--- src/rtl/vdp_vram_arbiter.sv ---
// TMS9918-style VDP CPU port and VRAM arbiter: register file, auto-increment address, read-ahead, status.
// Optional VDP_STARVE_GUARD_EN: bounds how long a CPU access may wait behind display fetches.
module vdp_vram_arbiter #(
  parameter int unsigned ADDR_W     = 14,
  parameter int unsigned STARVE_MAX = 3
) (
  input  logic              clk,
  input  logic              reset_n,
  input  logic              cpu_ce,
  input  logic              port_wr,
  input  logic              port_rd,
  input  logic              port_sel,
  input  logic [7:0]        cpu_din,
  output logic [7:0]        cpu_dout,
  input  logic              disp_req,
  input  logic [ADDR_W-1:0] disp_addr,
  output logic              disp_gnt,
  output logic              disp_valid,
  output logic [ADDR_W-1:0] vram_addr,
  output logic              vram_we,
  output logic [7:0]        vram_wdata,
  input  logic [7:0]        vram_rdata,
  output logic [63:0]       regs,
  input  logic              int_set,
  input  logic              coll_set,
  input  logic              fifth_set,
  input  logic [4:0]        fifth_num,
  output logic              int_n,
  output logic              cpu_busy
);
  typedef enum logic [1:0] {IDLE, PEND, ISSUE, CAPT} state_t;

  state_t            state;
  logic [ADDR_W-1:0] addr;
  logic [7:0]        latch;
  logic [7:0]        buffer;
  logic [7:0]        op_data;
  logic              second;
  logic              rd_q;
  logic              op_we;
  logic              held;
  logic              flag_f;
  logic              flag_5s;
  logic              flag_c;
  logic [4:0]        fifth_q;

  logic wr_ev, rd_ev, ctl_wr, data_wr, data_rd, stat_rd;
  logic ctl_second, reg_wr, addr_wr, prefetch, new_op, cpu_go;
  logic f_nxt, r1_ie_nxt;

  // Port event decode; a read counts only on the cpu_ce sample where port_rd rises.
  always_comb begin
    wr_ev      = cpu_ce & port_wr;
    rd_ev      = cpu_ce & port_rd & ~rd_q;
    ctl_wr     = wr_ev & port_sel;
    data_wr    = wr_ev & ~port_sel;
    data_rd    = rd_ev & ~port_sel;
    stat_rd    = rd_ev & port_sel;
    ctl_second = ctl_wr & second;
    reg_wr     = ctl_second & cpu_din[7] & (cpu_din[5:3] == 3'd0);
    addr_wr    = ctl_second & ~cpu_din[7];
    prefetch   = addr_wr & ~cpu_din[6];
    new_op     = data_wr | data_rd | prefetch;
    f_nxt      = int_set | (flag_f & ~stat_rd);
    r1_ie_nxt  = (reg_wr && (cpu_din[2:0] == 3'd1)) ? latch[5] : regs[13];
  end

`ifdef VDP_STARVE_GUARD_EN
  localparam int unsigned AGE_W = 8;
  logic [AGE_W-1:0] age;

  // Counts cycles spent waiting in PEND; forces the CPU slot once the limit is hit.
  always_ff @(posedge clk) begin
    if (!reset_n)           age <= '0;
    else if (state == PEND) age <= age + AGE_W'(1);
    else                    age <= '0;
  end

  assign cpu_go = ~disp_req | ((32'(age) + 32'd1) >= STARVE_MAX);
`else
  assign cpu_go = ~disp_req;
`endif

  assign disp_gnt   = disp_req & (state != ISSUE);
  assign vram_addr  = (state == ISSUE) ? addr : disp_addr;
  assign vram_we    = (state == ISSUE) & op_we;
  assign vram_wdata = op_data;
  assign cpu_busy   = (state != IDLE);
  assign cpu_dout   = port_sel ? {flag_f, flag_5s, flag_c, fifth_q} : buffer;

  always_ff @(posedge clk) begin
    if (!reset_n) begin
      state      <= IDLE;
      addr       <= '0;
      latch      <= '0;
      buffer     <= '0;
      op_data    <= '0;
      second     <= 1'b0;
      rd_q       <= 1'b0;
      op_we      <= 1'b0;
      held       <= 1'b0;
      flag_f     <= 1'b0;
      flag_5s    <= 1'b0;
      flag_c     <= 1'b0;
      fifth_q    <= '0;
      regs       <= '0;
      int_n      <= 1'b1;
      disp_valid <= 1'b0;
    end else begin
      disp_valid <= disp_gnt;
      if (cpu_ce) rd_q <= port_rd;

      if (ctl_wr) begin
        if (!second) latch <= cpu_din;
        second <= ~second;
      end
      if (data_wr | data_rd | stat_rd) second <= 1'b0;

      if (reg_wr) regs[{cpu_din[2:0], 3'b000} +: 8] <= latch;

      // Latest access overwrites the held op; an op already on the port uses the old copy.
      if (new_op) begin
        op_we   <= data_wr;
        op_data <= cpu_din;
      end

      if (data_wr)            buffer <= cpu_din;
      else if (state == CAPT) buffer <= vram_rdata;

      if (addr_wr)             addr <= ADDR_W'({cpu_din[5:0], latch});
      else if (state == ISSUE) addr <= addr + ADDR_W'(1);

      case (state)
        IDLE:  if (new_op) state <= PEND;
        PEND:  if (cpu_go) state <= ISSUE;
        ISSUE: begin
          if (op_we) begin
            state <= new_op ? PEND : IDLE;
            held  <= 1'b0;
          end else begin
            state <= CAPT;
            held  <= new_op;
          end
        end
        CAPT: begin
          state <= (held | new_op) ? PEND : IDLE;
          held  <= 1'b0;
        end
        default: state <= IDLE;
      endcase

      flag_f  <= f_nxt;
      flag_5s <= fifth_set | (flag_5s & ~stat_rd);
      flag_c  <= coll_set | (flag_c & ~stat_rd);
      if (fifth_set) fifth_q <= fifth_num;
      int_n   <= ~(f_nxt & r1_ie_nxt);
    end
  end
endmodule

--- config.mk ---
export PLATFORM = sky130hd
export DESIGN_NAME = vdp_vram_arbiter
export DESIGN_NICKNAME = d
export VERILOG_FILES = /design/src/rtl/vdp_vram_arbiter.sv
export SDC_FILE = /design/constraint.sdc
export NUM_CORES = 1
export LEC_CHECK = 0
export BUFFER_PORTS_ARGS = -buffer_cell sky130_fd_sc_hd__buf_4
export CORE_MARGIN = 1.5
export CORE_UTILIZATION = 47
export DETAILED_ROUTE_END_ITERATION = 8
export PLACE_DENSITY = 0.84
export SYNTH_ARGS = -nofsm -noshare
export SYNTH_HDL_FRONTEND = slang
export SYNTH_SLANG_ARGS = --single-unit
--- constraint.sdc ---
create_clock -name clk -period 2.3 [get_ports clk]
set_input_delay 0.115 -clock clk [delete_from_list [all_inputs] [get_ports clk]]
set_output_delay 0.115 -clock clk [all_outputs]
set_load 0.02 [all_outputs]
==> results of run 1 <==
worst max-delay path by stage:
stage	startpoint	end	cells past startpoint	slack [ns]
after floorplan	cpu_din[0]	regs[56]$_SDFFE_PN0P_	10	0.11
after global placement	cpu_din[0]	regs[3]$_SDFFE_PN0P_	8	0.39
after detailed placement	cpu_din[0]	regs[4]$_SDFFE_PN0P_	8	0.24
after CTS	cpu_din[0]	regs[26]$_SDFFE_PN0P_	9	0.15
after global routing	cpu_din[0]	regs[26]$_SDFFE_PN0P_	9	0.06
final	cpu_din[0]	regs[26]$_SDFFE_PN0P_	9	0.06
final cells by class:
| class | count | area [sq um] |
|---|---|---|
| clock inverters | 12 | 199 |
| multi-input cells | 411 | 2430 |
| inverters | 7 | 26.3 |
| flip-flops and latches | 118 | 2360 |
| fillers | 708 | 3170 |
| repair buffers | 192 | 1520 |
| well taps | 136 | 170 |
| clock buffers | 20 | 445 |
registers in the layout, indices dropped and copies added (netlist names):
signal      cells
flag_f          1
flag_5s         1
buffer          8
int_n           1
vram_wdata      8
held            1
rd_q            1
op_we           1
fifth_q         5
addr           14
disp_valid      1
flag_c          1
second          1
regs           64
latch           8
state           2
layer usage:
metal	wire length, um	global-route usage, %
met5	0	0
met3	1450	8.77
met2	7900	47.2
met4	891	19.1
met1	6200	35.1
power by group through the flow:
stage | Combinational, uW | Clock [uW] | Sequential, uW
global route | 532 | 2970 | 2120
detailed placement | 427 | 0 | 2160
CTS | 480 | 2870 | 2120
global placement | 415 | 0 | 2160
finish | 500 | 2880 | 2120
floorplan | 238 | 0 | 2150
kinds of logic after synthesis:
kind of cell               Yosys count
xor gates and xnor gates            13
AOI/OAI and AO/OA                   91
adders and majority gates            4
DFF                                118
muxes                               53
buffers and inverters               48
and+or+nand+nor                    250
worst max-delay path, cell delays in order:
cell and delay [ns]:
sky130_fd_sc_hd__dlygate4sd3_1 0.53, sky130_fd_sc_hd__buf_4 0.24, sky130_fd_sc_hd__inv_1 0.08, sky130_fd_sc_hd__ha_1 0.21, sky130_fd_sc_hd__ha_1 0.39, sky130_fd_sc_hd__nor2b_1 0.28, sky130_fd_sc_hd__nand4_1 0.17, sky130_fd_sc_hd__buf_4 0.24
sky130_fd_sc_hd__o41ai_1 0.37
metrics by stage:
stage          cell area, sq um  setup WS (ns)  cells  hold slack, ns
6_report                   7160         0.0572    896          0.0534
5_1_grt                    7160         0.0583    896          0.0643
3_3_place_gp               6170          0.388    830           0.328
4_1_cts                    7150          0.154    895         0.00536
3_5_place_dp               6170          0.241    830           0.338
2_1_floorplan              4980          0.110    577           0.232
synth_stat cells (2+ instances only):
cell	number	area [sq um]
sky130_fd_sc_hd__dfxtp_1	118	2360
sky130_fd_sc_hd__nand2_1	115	432
sky130_fd_sc_hd__nand3_1	48	240
sky130_fd_sc_hd__mux2i_1	44	440
sky130_fd_sc_hd__o21ai_0	42	210
sky130_fd_sc_hd__nor2_1	34	128
sky130_fd_sc_hd__clkbuf_1	31	116
sky130_fd_sc_hd__a21oi_1	26	130
sky130_fd_sc_hd__nand4_1	13	81.3
sky130_fd_sc_hd__a311oi_1	9	78.8
sky130_fd_sc_hd__mux2_2	9	101
sky130_fd_sc_hd__nor2b_1	8	50.1
sky130_fd_sc_hd__xnor2_1	8	70.1
sky130_fd_sc_hd__inv_1	6	22.5
sky130_fd_sc_hd__buf_1	5	18.8
sky130_fd_sc_hd__o41ai_1	5	43.8
sky130_fd_sc_hd__xor2_1	5	43.8
sky130_fd_sc_hd__ha_1	4	50.1
sky130_fd_sc_hd__nand2b_1	4	25.0
sky130_fd_sc_hd__a211oi_1	3	22.5
sky130_fd_sc_hd__and2_1	3	18.8
sky130_fd_sc_hd__buf_2	3	15.0
sky130_fd_sc_hd__nand3b_1	3	22.5
sky130_fd_sc_hd__nand4b_1	3	26.3
sky130_fd_sc_hd__nor3_1	3	15.0
sky130_fd_sc_hd__nor4_1	3	18.8
sky130_fd_sc_hd__buf_4	2	15.0
sky130_fd_sc_hd__o21a_1	2	15.0
sky130_fd_sc_hd__or2_2	2	12.5
what timing repair did:
item                       CTS  global route
hold buffers                33             0
buffers inserted             0             1
hold endpoints to repair    43             0
setup endpoints to repair    0             5
==> flow_results.org, run 1 <==
** Logic synthesis
- Dividing the synthesized area by the synthesized cell count gives 8.64 sq um.
- Post-synthesis xor/xnor area fraction :: 2.28%
- The cell area that synthesis handed to floorplanning was 4980 sq um.
- Number of distinct standard cells referenced by the synthesized netlist :: 45
- Leading register cell type out of synthesis :: sky130_fd_sc_hd__dfxtp_1
- Synth async-reset ratio :: 0%
- Ys Warns :: 0
- Proportion of synthesized area in mux cells :: 10.9%
- Post-synthesis share of cell area spent on full adders, half adders and majority gates :: 1.00%
- After synthesis, the largest family of logic cells by area is simple AND/OR/NAND/NOR gates.
- Sequential cells were found to cover 47.4% of the synthesized design area.
- After Yosys synthesis, and, or, nand and nor cells account for 23.8% of the synthesized area.
- The cell count after synthesis came out at 577.
- Net Count, Synth :: 626
- Counting flops and latches in the post-synthesis netlist gives 118.
- Summing the areas of all compound-gate instances in the mapped netlist gives 10.8% of the synthesized area.
- EDFF count, synth :: 0

** Worst hold path
- Number of cells on the worst hold path :: 4
- Worst min-delay path class :: in -> reg
- In this run the most critical hold path is launched from port_wr.
- Hold path endpoint :: second$_SDFFE_PP0N_

** Power
- In this run the static leakage power is 0.00301 uW.
- Of the total power, the clock network draws 52.4%.
- The completed layout was analyzed and its total power is 5510 uW.
- PwrDens :: 769 nW/um^2
- Combinational logic burns 9.1% of the power.
- Proportion of power drawn by flip-flops and latches :: 38.5%
- Net Sw Frac :: 23.1%
- IR analysis of the VDD net gives a maximum drop of 455 uV.
- Internal power contribution :: 4230 uW
- Net Sw Power :: 1270 uW

** Die
- From bottom edge to top edge, the die measures 106 um.
- Standard cell core area :: 10300 sq um
- Initial Utilization :: 48.3%
- The floorplan step set the die width to 106 um.
- 144 I/O pins were placed.
- The die covers 11200 sq um.
- The floorplan has 37 rows.

** Clock tree
- The later pin in the worst-skew pair is clocked with a latency of 0.52 ns.
- Clock tree from TritonCTS :: done
- Number of buffers inserted during clock tree synthesis :: 17
- The clock drives 118 sinks.
- After clock tree synthesis, the clock-pin slew on the worst setup and hold paths is 0.06 ns.
- CTS H-tree lvls :: 4
- Clock root cell :: sky130_fd_sc_hd__clkbuf_8
- Resized Gates After CTS :: 0
- The clock passes through at most 2 buffers.

** Setup path
- Of all nets on the critical path, the largest fanout is 19.
- R2r endpoint :: regs[55]$_SDFFE_PN0P_
- CP Launch Type :: primary input
- The startpoint identified for the worst register-to-register timing path is second$_SDFFE_PP0N_.
- For the worst setup path, the data required time is 2.68 ns.
- CP endpoint kind :: register
- Setup slack on the worst reg-to-reg path comes out at 0.41 ns.
- The critical path in this run is classified as in -> reg.
- Reg2Reg Depth :: 5
- STA puts the critical path data arrival time at 2.63 ns.

** Cells and area
- N_diodes :: 0
- Compared with the post-synthesis result, the final layout area differs by 43.6%.
- Cells with a size suffix above 1 make up 27.2% of the layout.
- Most used cells in the layout excluding fill and tap cells :: sky130_fd_sc_hd__buf_4 (159), sky130_fd_sc_hd__dfxtp_1 (118), sky130_fd_sc_hd__nand2_1 (115)
- Net count, final :: 796
- Most frequent standard cell in the layout excluding fill and tap cells :: sky130_fd_sc_hd__buf_4
- Final Util :: 69.3%

** Routing
- Dividing the detail-routed via count by the number of cells gives 5.71.
- Avg WL per Cell :: 18.3 um
- Via count :: 5118
- First-pass DRT Iterations :: 5
- After detailed routing, the total wire length is 16400 um.
- The first routing iteration left 510 violations.
- The count of nets left with antenna violations once routing finished came out at 0.
- After detailed routing, the number of remaining DRC violations is 0.

** STA
- Static timing analysis puts the maximum clock frequency at 0.446 GHz.
- Fraction of the cycle the final worst path needs :: 97.5%
- Unrepaired setup endpoints after global routing :: no
- Worst slew pin tran :: 0.759 ns
- Final setup viols :: 0
- Time the final worst path needs with I/O delays and setup :: 2.24 ns
- The max-slew violation count is 0.
- Between clock sinks in the finished design, the worst skew comes to 0.0139 ns.
- Slew headroom :: 49.3%
- The hold violation total from the final report was 0.
- In the final timing run, aggregate negative setup slack is 0 ns.

** Global route
- Pin count of the biggest net entering global routing :: 62
- Overall global routing resource usage :: 29.7%
- Antenna violations before repair :: 0
- GRT overflow :: 0
- The first global-routing pass estimated 25800 um of wire.
- Via count of the first global-routing pass :: 4996

** Place
- Placer Congestion :: 0.864
- Count of input and output buffers :: 143
- Once detailed placement completed, the half-perimeter wirelength came to 9830 um.

** Run status
- The flow ran to the end, and the final reports show no timing, DRC or antenna violations.

** Run
- Maximum capacitance violations :: 0
Note: power is estimated with default switching activity, not from simulation.
==> inputs of run 2 (changes only) <==
clock period = 1.9 ns   (was 2.3 ns; I/O delays follow)
==> run 2 against run 1 <==
Against the previous run: total power is 15% higher; combinational power is 24% higher; critical path type unchanged; non-clock buffer count is 9 higher; largest cell class unchanged; utilization is 0.64 points higher; global-route usage is 1.7 points lower; worst hold slack worse by 0.018 ns; highest routed layer unchanged; sequential share of layout area is 0.29 points lower; clock-buffer cell count is 1 lower.
==> flow_results.org, run 2 (synthesis results as in run 1) <==
** Run status
- The run finished with clean final reports.

** Setup path
- Counting cells, the worst reg-to-reg path comes to 5.
- Together, buffers and inverters on the worst path number 5.
- R2r endpoint :: buffer[3]$_SDFFE_PN0P_
- Setup slack on the worst reg-to-reg path comes out at 0.12 ns.
- Walking the worst path, the cells encountered are dlygate4sd3_1, buf_4, clkinv_1, buf_4, a311oi_1, dlygate4sd3_1.
- The cell family contributing the most delay on the critical path is buffers and inverters.
- Data arrives at the worst endpoint at 2.25 ns.
- For the worst setup path, the data required time is 2.36 ns.
- Slowest CP cell :: sky130_fd_sc_hd__dlygate4sd3_1
- The worst register-to-register path begins at state[1]$_SDFFE_PN0P_.
- In this run the worst path has a maximum fanout of 38.
- STA classifies the critical path startpoint as a primary input.
- Delay of the slowest critical-path stage :: 0.60 ns
- The critical path in this run is classified as in -> reg.
- CP endpoint kind :: register

** Clock tree
- CTS H-tree lvls :: 4
- CTS saw 118 sinks.
- Counting the buffers created by CTS gives 17.
- The root buffer cell chosen for the clock tree is sky130_fd_sc_hd__clkbuf_8.
- Clock tree from TritonCTS :: done
- Source-to-sink clock delay at the later pin of the worst-skew pair :: 0.52 ns
- Clock-pin slew was measured on the worst setup and hold paths at 0.06 ns.
- Largest buffer count on any clock path :: 2

** Global route
- Via count of the first global-routing pass :: 4975
- Overall global routing resource usage :: 28.0%
- The number of antenna violations at the first check in global routing was 0.
- Pin count of the biggest net entering global routing :: 39
- Global-route wire length before repair :: 24700 um
- GRT overflow :: 0

** Die
- Row Count :: 37
- Die Height :: 106 um
- 144 I/O pins were placed.
- Standard cell core area :: 10300 sq um
- Measured along the x axis, the die boundary spans 106 um.
- The die covers 11200 sq um.
- The initial utilization of the core area, before any placement, comes to 48.3%.

** Power
- Leakage power figure :: 0.00303 uW
- Max IR drop VDD :: 512 uV
- Overall power consumption :: 6320 uW
- PwrDens :: 875 nW/um^2

** Cells and area
- Non-Filler Instances :: 905
- The register with the most flip-flops in the final layout is regs.
- Final Util :: 70.0%
- The largest registers in the layout are regs (64), addr (14).
- Most used cells in the layout excluding fill and tap cells :: sky130_fd_sc_hd__buf_4 (162), sky130_fd_sc_hd__dfxtp_1 (117), sky130_fd_sc_hd__nand2_1 (115)
- Area taken by flip-flops and latches :: 2360 sq um
- N_diodes :: 0
- Net count, final :: 805
- Share of cells above drive strength 1 :: 28.5%
- P&R area growth vs syn :: 44.9%
- Most frequent standard cell in the layout excluding fill and tap cells :: sky130_fd_sc_hd__buf_4
- After filler insertion, the fill cell instance count of the layout stands at 751.
- The register with the most flip-flops in the layout has 64 of them.
- The multi-input combinational cells in the finished layout cover a total of 2460 sq um.

** STA
- After routing, the total negative slack on setup checks comes to 0 ns.
- Across the routed clock network, the largest skew measured is 0.00912 ns.
- For the pin with the worst max-slew slack, the measured transition is 0.619 ns.
- Maximum frequency from static timing analysis :: 0.559 GHz
- The worst path uses 94.2% of the clock period.
- The worst pin sits at a relative slew slack of 58.6%.
- Worst hold-check slack :: 0.0353 ns
- Time the final worst path needs with I/O delays and setup :: 1.79 ns
- Setup repair after global routing left no endpoint under its margin.
- Count of final max-slew check failures :: 0
- Final number of hold-violating endpoints :: 0
- Final setup viols :: 0

** Worst hold path
- The min-delay analysis places its worst path in the category in -> reg.
- Number of cells on the worst hold path :: 4
- For hold timing, the worst endpoint is vram_wdata[1]$_SDFFE_PN0P_.
- Worst Min Path Start :: cpu_din[1]

** Routing
- Detailed-route DRC error count :: 0
- The pre-antenna-repair detailed-routing pass consisted of 5 iterations.
- In this run the remaining antenna-violating nets after routing total 0.
- Using the TritonRoute via totals, the vias-per-cell ratio works out to 5.47.
- Dividing the detail-routed wire length by the instance count gives 17.0 um.
- The detailed router finished its first iteration with 430 violations.
- Detailed routing inserted a total of 4949 vias.
- Detailed Route WL :: 15300 um

** Place
- At the end of routability-driven placement, the weighted congestion stood at 0.876.
- Cell count after placement :: 837
- Count of input and output buffers :: 143
- Sum of net half-perimeters after detailed placement :: 9870 um

** Run
- The tool flagged a number of max-cap violations equal to 0.
## run 2: final cells by class
cell class              count  share of cell area, %
clock buffers              19                   6.11
clock inverters            13                   2.03
inverters                   7                  0.364
multi-input cells         411                   34.1
flip-flops and latches    118                   32.7
well taps                 136                   2.36
repair buffers            201                   22.3
## run 2: worst min-delay path: cells and delay by family
family / cells / cell delay (ns)
multiplexers: 1 / 0.06
buffers and inverters: 2 / 0.29
AND/OR/NAND/NOR: 1 / 0.06
## run 2: power breakdown
group	internal (uW)	switching, uW	leakage [uW]
Clock	1950	1190	0.000274
Combinational	290	328	0.00180
Sequential	2520	39.8	0.000956
Total	4760	1560	0.00303
## run 2: worst max path at each step
stage / start / end / slack, ns / cells past startpoint
global placement: cpu_din[1] / regs[7]$_SDFFE_PN0P_ / 0.26 / 8
floorplan: cpu_din[0] / regs[31]$_SDFFE_PN0P_ / 0.06 / 10
CTS: state[0]$_SDFFE_PN0P_ / vram_addr[8] / 0.01 / 6
finish: reset_n / buffer[3]$_SDFFE_PN0P_ / 0.11 / 6
global route: state[0]$_SDFFE_PN0P_ / vram_addr[6] / 0.005 / 5
detailed placement: cpu_din[1] / regs[4]$_SDFFE_PN0P_ / 0.17 / 8
## run 2: through the flow
| stage | setup WS (ns) | area [sq um] |
|---|---|---|
| after global routing | 0.00480 | 7220 |
| after global placement | 0.259 | 6240 |
| after CTS | 0.0150 | 7220 |
| after detailed placement | 0.166 | 6240 |
| final | 0.111 | 7220 |
| after floorplan | 0.0566 | 5020 |
## run 2: routing by layer
| metal | part of all wire [%] | GRT usage [%] | up-vias |
|---|---|---|---|
| li1 | - | - | 2369 |
| met1 | 40 | 33.9 | 2316 |
| met2 | 49 | 46.0 | 207 |
| met3 | 7.3 | 7.42 | 57 |
| met4 | 3.3 | 13.9 | 0 |
| met5 | 0 | 0 | - |
## run 2: timing repair
item                       CTS  global route
setup buffers                0             0
hold endpoints to repair    38             0
hold buffers                37             0
setup endpoints to repair   13            13
pin swaps                    0             0
gates resized for setup      4             4
